==> src/rtl/sd_card_cmd_responder.sv <==
// Card-side SD CMD line responder: receives 48-bit host command frames,
// checks framing and CRC7, latches index/argument and answers with an
// R1-format frame after NCR idle cycles.
//
// state    | meaning
// ---------+-----------------------------------------------------------
// IDLE     | line released, waiting for a start bit (cmd_in == 0)
// RECEIVE  | shifting the remaining 47 command bits, MSB first
// CHECK    | one cycle: framing, then CRC7 verdict; latch index/arg/status
// WAIT_NCR | NCR-1 cycles of turnaround before the response
// SEND     | 48 cycles shifting the response frame out on cmd_out
module sd_card_cmd_responder #(
  parameter int NCR     = 2,
  parameter int FRAME_W = 48
) (
  input  logic        sd_clock,
  input  logic        reset,
  input  logic        cmd_in,
  input  logic        resp_enable,
  input  logic [31:0] resp_status,
  output logic        cmd_out,
  output logic        cmd_oe,
  output logic [5:0]  cmd_index,
  output logic [31:0] cmd_arg,
  output logic        cmd_valid,
  output logic        crc_err,
  output logic        frame_err,
  output logic        busy
);

  // One counter serves the receive bit count, the NCR gap and the send
  // count; it only widens if NCR is set beyond what 6 bits can hold.
  localparam int CNT_W = (NCR > 64) ? $clog2(NCR) : 6;

  typedef enum logic [2:0] {
    S_IDLE,
    S_RECEIVE,
    S_CHECK,
    S_WAIT_NCR,
    S_SEND
  } state_t;

  state_t               state_q, state_d;
  logic [CNT_W-1:0]     cnt_q, cnt_d;
  logic [FRAME_W-1:0]   frame_q, frame_d;
  logic [FRAME_W-1:0]   resp_q, resp_d;
  logic                 out_q, out_d;
  logic                 oe_q, oe_d;
  logic [5:0]           index_q, index_d;
  logic [31:0]          arg_q, arg_d;
  logic                 valid_q, valid_d;
  logic                 crc_err_q, crc_err_d;
  logic                 frame_err_q, frame_err_d;

  logic [6:0]           rx_crc;
  logic [6:0]           tx_crc;

  // Serial CRC7 (x^7 + x^3 + 1, init 0) over the 40 header+payload bits.
  function automatic logic [6:0] crc7_40(input logic [FRAME_W-9:0] data);
    logic [6:0] crc;
    logic       fb;
    crc = '0;
    for (int i = FRAME_W - 9; i >= 0; i--) begin
      fb  = data[i] ^ crc[6];
      crc = {crc[5:0], 1'b0};
      if (fb) crc = crc ^ 7'h09;
    end
    return crc;
  endfunction

  assign rx_crc = crc7_40(frame_q[FRAME_W-1:8]);
  assign tx_crc = crc7_40({2'b00, frame_q[45:40], resp_status});

  // Next-state and next-value logic for the whole receive/respond sequence.
  always_comb begin
    state_d     = state_q;
    cnt_d       = cnt_q;
    frame_d     = frame_q;
    resp_d      = resp_q;
    out_d       = 1'b1;
    oe_d        = 1'b0;
    index_d     = index_q;
    arg_d       = arg_q;
    valid_d     = 1'b0;
    crc_err_d   = 1'b0;
    frame_err_d = 1'b0;

    case (state_q)
      S_IDLE: begin
        if (!cmd_in) begin
          frame_d = {frame_q[FRAME_W-2:0], cmd_in};
          cnt_d   = CNT_W'(FRAME_W - 2);
          state_d = S_RECEIVE;
        end
      end

      S_RECEIVE: begin
        frame_d = {frame_q[FRAME_W-2:0], cmd_in};
        if (cnt_q == '0) begin
          state_d = S_CHECK;
        end else begin
          cnt_d = cnt_q - CNT_W'(1);
        end
      end

      S_CHECK: begin
        state_d = S_IDLE;
        // Framing wins over CRC so a garbled frame reports only one error.
        if (!frame_q[FRAME_W-2] || !frame_q[0]) begin
          frame_err_d = 1'b1;
        end else if (rx_crc != frame_q[7:1]) begin
          crc_err_d = 1'b1;
        end else begin
          valid_d = 1'b1;
          index_d = frame_q[45:40];
          arg_d   = frame_q[39:8];
          resp_d  = {2'b00, frame_q[45:40], resp_status, tx_crc, 1'b1};
          if (resp_enable && (frame_q[45:40] != 6'd0)) begin
            cnt_d   = CNT_W'(NCR - 2);
            state_d = S_WAIT_NCR;
          end
        end
      end

      S_WAIT_NCR: begin
        if (cnt_q == '0) begin
          cnt_d   = CNT_W'(FRAME_W - 1);
          state_d = S_SEND;
        end else begin
          cnt_d = cnt_q - CNT_W'(1);
        end
      end

      S_SEND: begin
        // Outputs are registered, so the line follows this state by a cycle.
        oe_d   = 1'b1;
        out_d  = resp_q[FRAME_W-1];
        resp_d = {resp_q[FRAME_W-2:0], 1'b0};
        if (cnt_q == '0) begin
          state_d = S_IDLE;
        end else begin
          cnt_d = cnt_q - CNT_W'(1);
        end
      end

      default: state_d = S_IDLE;
    endcase
  end

  // State and output registers with synchronous active-low reset.
  always_ff @(posedge sd_clock) begin
    if (!reset) begin
      state_q     <= S_IDLE;
      cnt_q       <= '0;
      frame_q     <= '0;
      resp_q      <= '0;
      out_q       <= 1'b1;
      oe_q        <= 1'b0;
      index_q     <= '0;
      arg_q       <= '0;
      valid_q     <= 1'b0;
      crc_err_q   <= 1'b0;
      frame_err_q <= 1'b0;
    end else begin
      state_q     <= state_d;
      cnt_q       <= cnt_d;
      frame_q     <= frame_d;
      resp_q      <= resp_d;
      out_q       <= out_d;
      oe_q        <= oe_d;
      index_q     <= index_d;
      arg_q       <= arg_d;
      valid_q     <= valid_d;
      crc_err_q   <= crc_err_d;
      frame_err_q <= frame_err_d;
    end
  end

  assign cmd_out   = out_q;
  assign cmd_oe    = oe_q;
  assign cmd_index = index_q;
  assign cmd_arg   = arg_q;
  assign cmd_valid = valid_q;
  assign crc_err   = crc_err_q;
  assign frame_err = frame_err_q;
  assign busy      = (state_q != S_IDLE);

endmodule
==> config.mk <==
export PLATFORM = sky130hd
export DESIGN_NAME = sd_card_cmd_responder
export DESIGN_NICKNAME = d
export VERILOG_FILES = /design/src/rtl/sd_card_cmd_responder.sv
export SDC_FILE = /design/constraint.sdc
export NUM_CORES = 1
export LEC_CHECK = 0
export ABC_AREA = 1
export CORE_ASPECT_RATIO = 0.8
export CORE_UTILIZATION = 25
export CTS_CLUSTER_DIAMETER = 60
export DETAILED_ROUTE_END_ITERATION = 8
export PLACE_DENSITY = 0.42
export SETUP_SLACK_MARGIN = 0.1
export SLEW_MARGIN = 40
export SYNTH_ARGS = -nofsm -noshare
export SYNTH_HDL_FRONTEND = slang
export SYNTH_SLANG_ARGS = --single-unit
==> constraint.sdc <==
create_clock -name sd_clock -period 5.2 [get_ports sd_clock]
set_input_delay 0.52 -clock sd_clock [delete_from_list [all_inputs] [get_ports sd_clock]]
set_output_delay 0.52 -clock sd_clock [all_outputs]
set_load 0.02 [all_outputs]
======== Word-level counts from Yosys, hierarchy flattened ========
Index checks and enable logic that the tools add are counted.
storage, ports and cells
  logic and storage cells ................. 303
  output and inout port bits .............. 44
  flip-flop bits (word level) ............. 148
  input bits .............................. 36
cells by class
  eq/ne operators ......................... 13
  bitwise logic cells ..................... 156
  reductions and logical operators ........ 20
  add/subtract/negate cells ............... 1
  multiplexer cells ....................... 102
operators with widths
  cell                                                                   number
  4-bit 2-to-1 mux                                                       78
  48-bit case mux with 2 select lines                                    2
  2-bit inverter                                                         76
  48-bit 2-to-1 mux                                                      3
  1-bit XOR                                                              70
  6-bit 2-to-1 mux                                                       6
  6-bit case mux with 4 select lines                                     1
  2-bit != test, second input constant                                   8
  3-bit case mux with 5 select lines                                     1
  3-bit 2-to-1 mux                                                       4
  7-bit != test                                                          1
  3-bit by 2-bit equality test with 1-bit output, second input constant  2
  6-bit zero test                                                        1
  2-bit 2-to-1 mux                                                       3
  2-bit AND reduction                                                    3
  3-bit AND reduction                                                    2
  6-bit AND reduction                                                    1
  6-bit nonzero test                                                     1
  6-bit by 1-bit subtractor with 6-bit output, second input constant     1
  1-bit XOR, second input constant                                       6
  1-bit 2-to-1 mux                                                       4
  1-bit inverter                                                         4
  4-bit AND reduction                                                    1
  2-bit nonzero test                                                     2
  10 further kinds                                                       11

======== Logic depth before layout (Yosys ltp) ========
Gate-level depths: netlist of run 1.
  depth after elaboration ................. 83
  mapped depth ............................ 35
  mapped depth without buffers ............ 35

======== Worst setup path before layout of run 1 ========
OpenSTA, ideal clock, no wires.
  path kind ............................... reg-to-reg
  start ................................... register frame_q[45]
  end ..................................... register resp_q[10]
  stages on the path, launching flop included .. 35
  clock period less this slack ............ 3076 ps
  library setup time ...................... 116 ps
  required time ........................... 5084 ps
  arrival ................................. 2961 ps
  path buffers ............................ 2
  path slack .............................. 2124 ps
  cell sequence ........................... dfxtp_1 -> buf_4 -> inv_4 -> nand2_2 -> nand2_1 -> nand2_1 -> nand2_1 -> nand2_2 -> nand2_2 -> nand2_1 -> nand2_2 -> nand3_2 -> nand2_2 -> nand2_1 -> nand3_2 -> nand2_1 -> nand2_2 -> nand2_2 -> nand2_1 -> nand2_2 -> inv_2 -> nand2_1 -> nand2_1 -> nand2_2 -> nand2_2 -> nand2_1 -> nand2_1 -> nand2_2 -> nor2_4 -> nand4_4 -> nand2_2 -> inv_1 -> buf_2 -> nor2_1 -> nor2_1
on the way
  longest elaborated chain between the ends .. 37
  elaborated cells on any way between the ends .. 96
  those cells by class .................... eq/ne (2); mux (38); bitwise (55); reduce/logical (1)
ends and longest elaborated chain
  what                               RTL line  RTL
  start, declared                    45        logic [FRAME_W-1:0] frame_q, frame_d;
  start signal, assigned             167       frame_q <= frame_d;
  1-bit XOR (*)                      64        fb = data[i] ^ crc[6];
  4-bit 2-to-1 mux (*)               66        if (fb) crc = crc ^ 7'h09;
  4-bit 2-to-1 mux (2 in a row)      66
  2-bit inverter (no line)           n/a
  4-bit 2-to-1 mux                   66
  1-bit XOR                          64
  4-bit 2-to-1 mux (3 in a row)      66
  2-bit inverter (no line)           n/a
  [14 not listed]                    n/a
  4-bit 2-to-1 mux (3 in a row)      66
  2-bit inverter (no line)           n/a
  4-bit 2-to-1 mux                   66
  1-bit XOR                          64
  4-bit 2-to-1 mux (3 in a row)      66
  7-bit != test (*)                  111       end else if (rx_crc != frame_q[7:1]) begin
  2-bit != test (no line) (*)        n/a
  3-bit AND reduction (no line) (*)  n/a
  end signal, assigned               168       resp_q <= resp_d;
  end, declared                      46        logic [FRAME_W-1:0] resp_q, resp_d;
Every way passes the cells marked *; elsewhere a longest branch is shown, timed or not.
A chain may end at the register's enable or synchronous reset.

======== Worst setup path after layout of run 1 ========
  start ................................... register frame_q[43]
  end ..................................... register arg_q[13], in the netlist cmd_arg[13]
on the way
  longest elaborated chain between the ends .. 35
  elaborated cells on any way between the ends .. 90
  those cells by class .................... eq/ne (1); mux (36); bitwise (52); reduce/logical (1)
ends and longest elaborated chain
  what                                                                 RTL line  RTL
  1-bit XOR (*)                                                        64
  4-bit 2-to-1 mux (*)                                                 66
  4-bit 2-to-1 mux / 1-bit XOR (equally long branches)                 66, 64
  4-bit 2-to-1 mux                                                     66
  2-bit inverter (no line) / 4-bit 2-to-1 mux (equally long branches)  n/a
  4-bit 2-to-1 mux                                                     66
  1-bit XOR / 2-bit inverter (equally long branches)                   n/a
  4-bit 2-to-1 mux                                                     66
  [19 not listed]                                                      n/a
  4-bit 2-to-1 mux                                                     66
  2-bit inverter (no line) / 4-bit 2-to-1 mux (equally long branches)  n/a
  4-bit 2-to-1 mux                                                     66
  1-bit XOR / 2-bit inverter (equally long branches)                   n/a
  4-bit 2-to-1 mux                                                     66
  7-bit != test (*)                                                    111
  1-bit inverter (no line) (*)                                         n/a
  3-bit AND reduction (no line) (*)                                    n/a
  end signal, assigned                                                 172       arg_q <= arg_d;
  end, declared                                                        50        logic [31:0] arg_q, arg_d;
Marked as above.

==> results of run 1 <==
[kinds of logic after synthesis]
family | Yosys count
flip-flops | 148
XOR/XNOR | 34
AND/OR/NAND/NOR | 782
adder cells (fa/ha/maj) | 1
AO/OA/AOI/OAI | 228
buffers and inverters | 184
[worst max-delay path, stage by stage (launching register included)]
cell	delay (ns)
dfxtp_1	0.67
inv_1	0.25
nand3_1	0.20
nand3_1	0.10
nand2_1	0.13
nand2_1	0.06
nand2_1	0.06
nand2_1	0.08
nand2_2	0.08
nand2_1	0.06
nand2_2	0.10
nand3_1	0.18
nand2_2	0.13
nand3_2	0.12
nand2_2	0.11
nand2_1	0.07
nand2_1	0.11
nand2_1	0.06
nand2_1	0.11
nand3_1	0.08
nand2_1	0.12
nand3_2	0.10
nor2_4	0.12
nand4_4	0.38
clkinv_2	0.35
buf_4	0.35
nor2_1	0.08
nor2_1	0.11
[how the worst min path moves through the flow]
stage / from / slack, ns / endpoint / cells past startpoint
after floorplan: resp_q[47] / 0.41 / cmd_out / 2
after global placement: resp_q[47] / 0.44 / cmd_out / 2
after detailed placement: resp_q[47] / 0.43 / cmd_out / 2
after CTS: resp_q[47] / 0.44 / cmd_out / 2
after global routing: resp_q[0] / 0.48 / resp_q[0] / 2
final: resp_q[47] / 0.44 / cmd_out / 2
[routing by layer]
layer	global-route usage [%]	vias up	part of all wire [%]
met5	0	-	0
met4	3.49	0	0.83
met3	2.41	11	2.9
met2	22.0	107	41
met1	22.7	3730	55
li1	-	4480	-
[synthesized netlist by cell type, types with 2 or more instances]
cell type | n | area (um^2)
dlygate4sd1_1 | 2 | 17.5
nand3_1 | 122 | 611
nand2_1 | 415 | 1560
nand3_2 | 14 | 140
a21oi_2 | 2 | 17.5
buf_4 | 8 | 60.1
o21ai_1 | 6 | 30.0
buf_1 | 2 | 7.51
clkinv_1 | 2 | 7.51
inv_1 | 112 | 420
a21oi_1 | 75 | 375
xnor2_1 | 8 | 70.1
xor2_1 | 26 | 228
buf_2 | 6 | 30.0
nor2_1 | 161 | 604
o21ai_0 | 140 | 701
clkbuf_1 | 32 | 120
inv_2 | 12 | 45.0
nand2_4 | 3 | 33.8
nand2_2 | 47 | 294
nor3_1 | 3 | 15.0
nand4_1 | 5 | 31.3
buf_6 | 6 | 67.6
or2_2 | 5 | 31.3
dfxtp_1 | 148 | 2960
[sequential cells by signal, summed over array words and instances (netlist names)]
name / cells
crc_err: 1
cnt_q: 6
cmd_valid: 1
cmd_index: 6
cmd_oe: 1
frame_q: 48
cmd_arg: 32
state_q: 3
resp_q: 48
cmd_out: 1
frame_err: 1
[per-stage QoR]
step                      cell area [um^2]  setup WS, ns  hold WS [ns]  cells
after detailed placement              9700         0.674         0.429   1842
after global placement                9700         0.619         0.440   1842
final                                10300         0.748         0.444   1874
after global routing                 10300         0.148         0.485   1874
after floorplan                       8610          2.12         0.411   1377
after CTS                            10300         0.656         0.445   1874
[layout make-up]
type	count	area [um^2]	area share (%)
Sequential cell	148	2960	28.8
Timing Repair Buffer	87	852	8.28
Clock buffer	18	429	4.17
Multi-Input combinational cell	1045	4860	47.3
Inverter	128	485	4.72
Clock inverter	14	153	1.48
Tap cell	434	543	5.28
[repair_timing]
item	in CTS	in global routing
gates resized for setup	0	2
buffers inserted	0	0
setup endpoints to repair	0	5
==> results.md, run 1 <==
- Status: finished, final reports clean
- Setup Skew: between 0.01 and 0.015 ns
- Final-report hold violation count: 0
- Compound-Gate Fraction of Synth Area: between 10% and 20%
- Synth cell types: 40
- Actual slew at the worst max-slew pin: around 0.73 ns
- Unrepaired setup endpoints after global routing: false
- Reg clk slew, reported paths: approximately 0.070 ns
- Commonest non-fill, non-tap cell in the layout: nand2_1
- Global-route wire length before repair: between 40000 and 50000 um
- Drc violations: 0
- Row count: 60
- Diode count: 0
- Worst R2R Path Depth: 27
- Worst reg2reg setup slack: 0.75 ns
- RR Startpoint: frame_q[43]
- Vias: roughly 8300
- Adder-Cell Fraction of Synth Area: 0.145%
- Vias in the first global route: around 7700
- Pre-antenna DRT Iters: 5
- Max Clk Rate: 225 MHz
- Synth Instances: between 1000 and 1500
- GRT overflow: 0
- I/O pins: 80
- Max-slew violations: 0
- TritonCTS Buffers: 17
- CP Class: reg2reg
- Synth Net Count: around 1400
- Root Buffer: clkbuf_16
- Critical Path RT: approximately 5.6 ns
- Drt wl/cell: around 14 um
- Initial Util: 25.5%
- Longest Clk Path Bufs: 2
- Async S/R FF share, synth: 0%
- Final Cycle Share: a little under nine tenths
- Simple-Gate Fraction of Synth Area: between 30% and 40%
- Final wirelength: between 20000 and 30000 um
- DRT iter0 DRCs: 516
- Setup TNS: 0 ns
- Clock Sinks: around 150
- Area Growth Syn to Fin: 19.5%
- Final GP Congestion: about 0.80
- Post-synthesis xor/xnor area fraction: under 10%
- Finished Core Util: between 30% and 40%
- Post-Syn Area: 0.00861 mm^2
- Reg2reg end: cmd_arg[13]
- Multiplexer area fraction after synthesis: 0%
- Final setup fails: 0
- Total Routing Usage GR: 15.0%
- Synth Register Bits: ~150
- Worst setup SP type: flip-flop
- Largest family of logic cells by synthesized area: simple AND/OR/NAND/NOR gates
- CTS tree: built
- EDFF count, synth: 0
- Main flop type after synthesis: dfxtp_1
- Setup crit end: cmd_arg[13]
- Die Ht: 168 um
- Crit path launch: frame_q[43]
- Most frequent cells in the layout: nand2_1, nor2_1, dfxtp_1
- Port-buffer cells: around 80
- Max-Cap Viols: 0
- Clk_lat worst skew: about 0.44 ns
- DIE WIDTH: between 200 and 250 um
- Worst rel slew slack: 51.0%
- Vias/cell: roughly 4.4
- Max FO, Critical Path: 30
- Htree depth: 4
- Fillers: 3726
- Final worst path period need: 4.45 ns
- Final nets: ~1500
- DRT antenna net count: 0
- Syn Area/Cell: between 6 and 7 um^2
- Register area share after synthesis: ~34%
- Initial antenna violation count: 0
- Die area: approximately 0.035 mm^2
- Pin count of the biggest net entering global routing: 74
- Layout cells sized above 1: a little under a tenth
- Hold Crit Class: reg2reg
- Yosys warns: 0
- Hold_buf cts: 0
- Core Region: 0.0338 mm^2
- Crit. End Element: flip-flop
- CP Data Arrival Time: 4.83 ns
- Post-DP HPWL: between 15000 and 20000 um
Power of run 1 is left out: the tool's default activity adds up to more than one toggle a clock period on the data nets, which glitch-free logic cannot reach.
==> run 2: changes to the inputs <==
- GPL_TIMING_DRIVEN: not set -> 0
==> results.md, run 2 (synthesis results as in run 1) <==
- DRT iter0 DRCs: 536
- Layout cells sized above 1: a little under a tenth
- CP Class: reg2reg
- Worst setup SP type: flip-flop
- Final Cycle Share: 80.8%
- Setup Buffers After CTS: 0
- Post-DP HPWL: around 22000 um
- Vias: between 8000 and 9000
- CP max stage cell: dfxtp_1
- Longest Clk Path Bufs: 2
- Root Buffer: clkbuf_16
- DIE WIDTH: between 200 and 250 um
- Max FO, Critical Path: 10
- Crit path largest cell delay: approximately 0.53 ns
- Initial antenna violation count: 0
- Post_cts resized: 0
- Vias in the first global route: 8191
- Final GP Congestion: 0.802
- Diode count: 0
- DRT antenna net count: 0
- Drt wl/cell: 14.8 um
- Area Growth Syn to Fin: 21.9%
- Htree depth: 4
- Final nets: between 1500 and 2000
- Initial Util: between 20% and 30%
- Finished Core Util: 31.1%
- Final wirelength: about 29000 um
- Crit path launch: frame_q[44]
- Global-route wire length before repair: approximately 45000 um
- Max-slew violations: 0
- CP Data Arrival Time: 4.51 ns
- Core Region: roughly 0.034 mm^2
- I/O pins: 80
- Total Routing Usage GR: between 15 and 20%
- Hold Crit Class: reg2reg
- GRT overflow: 0
- Unrepaired setup endpoints after global routing: false
- Final setup fails: 0
- Critical Path RT: ~5.5 ns
- Pin count of the biggest net entering global routing: 17
- Max Clk Rate: ~240 MHz
- Vias/cell: around 4.5
- Port-buffer cells: ~80
- Worst rel slew slack: roughly 55%
- Status: finished, final reports clean
- TritonCTS Buffers: 17
- Pre-antenna DRT Iters: 6
- Commonest non-fill, non-tap cell in the layout: nand2_1
- Setup Skew: approximately 0.015 ns
- Drc violations: 0
- Final-report hold violation count: 0
- Final worst path period need: about 4.2 ns
- RR Startpoint: frame_q[44]
- Crit-path most repeated cell: nand2_1
- CTS tree: built
- Die area: between 0.03 and 0.04 mm^2
- Clk_lat worst skew: between 0.4 and 0.5 ns
- Most frequent cells in the layout: nand2_1, nor2_1, dfxtp_1
- Reg clk slew, reported paths: roughly 0.070 ns
- Die Ht: about 170 um
- Clock Sinks: 148
- Setup TNS: 0 ns
- Hold_sp: cmd_index[1]
- Max-Cap Viols: 0
- Crit. End Element: flip-flop
- Hold_buf cts: 0
- Actual slew at the worst max-slew pin: a little under 0.7 ns
- Row count: 60
## run 2: cell count changes in the layout (fill, tap and decap cells not counted), sizes merged
cell           delta
inv               -3
clkinv            +2
dlygate4sd1       +2
clkbuf           +33
buf              +13
bufinv            -1
clkdlybuf4s50     +1
## run 2: area by class of cell
cell class / count / area, um^2
plain buffers: 56 / 303
clock buffers: 19 / 443
clock inverters: 12 / 108
fillers: 3726 / 23300
inverters: 128 / 484
multi-input cells: 1045 / 4860
flip-flops and latches: 148 / 2960
well taps: 434 / 543
repair buffers: 79 / 791
## run 2: routing by layer
metal  wire (um)  global-route usage (%)  vias to the layer above  part of all wire (%)
met5           0                       0                        -                     0
met4         198                    3.46                        0                  0.69
met3         967                    2.61                       16                   3.4
met2       11300                    23.4                      119                    39
met1       16100                    26.1                     3944                    56
li1            -                       -                     4569                     -
## run 2: path summary, 6_finish.rpt
path / slack (ns) / cells after the start / end
min: 0.47 / 2 / cmd_index[1]
max: 1.0 / 28 / cmd_arg[30]
min reg2reg: 0.47 / 2 / cmd_index[1]
max reg2reg: 1.0 / 28 / cmd_arg[30]
## run 2: stage by stage
stage                     hold WS (ns)  worst slack (ns)  instances  cell area [um^2]
final                            0.471              1.00       1921             10500
after global routing             0.500             0.549       1921             10500
after CTS                        0.468             0.973       1921             10500
after detailed placement         0.452             0.981       1890              9940
after global placement           0.449              1.06       1890              9940
after floorplan                  0.411              2.12       1377              8610
## run 2: worst max-delay path, delay by kind of cell, from the launching register on
kind / cells / cell delay [ns]
AND/OR/NAND/NOR: 22 / 2.30
buffers and inverters: 4 / 0.60
flip-flops: 1 / 0.53
AO/OA/AOI/OAI: 2 / 0.61
Power of run 2 is left out for the same reason.
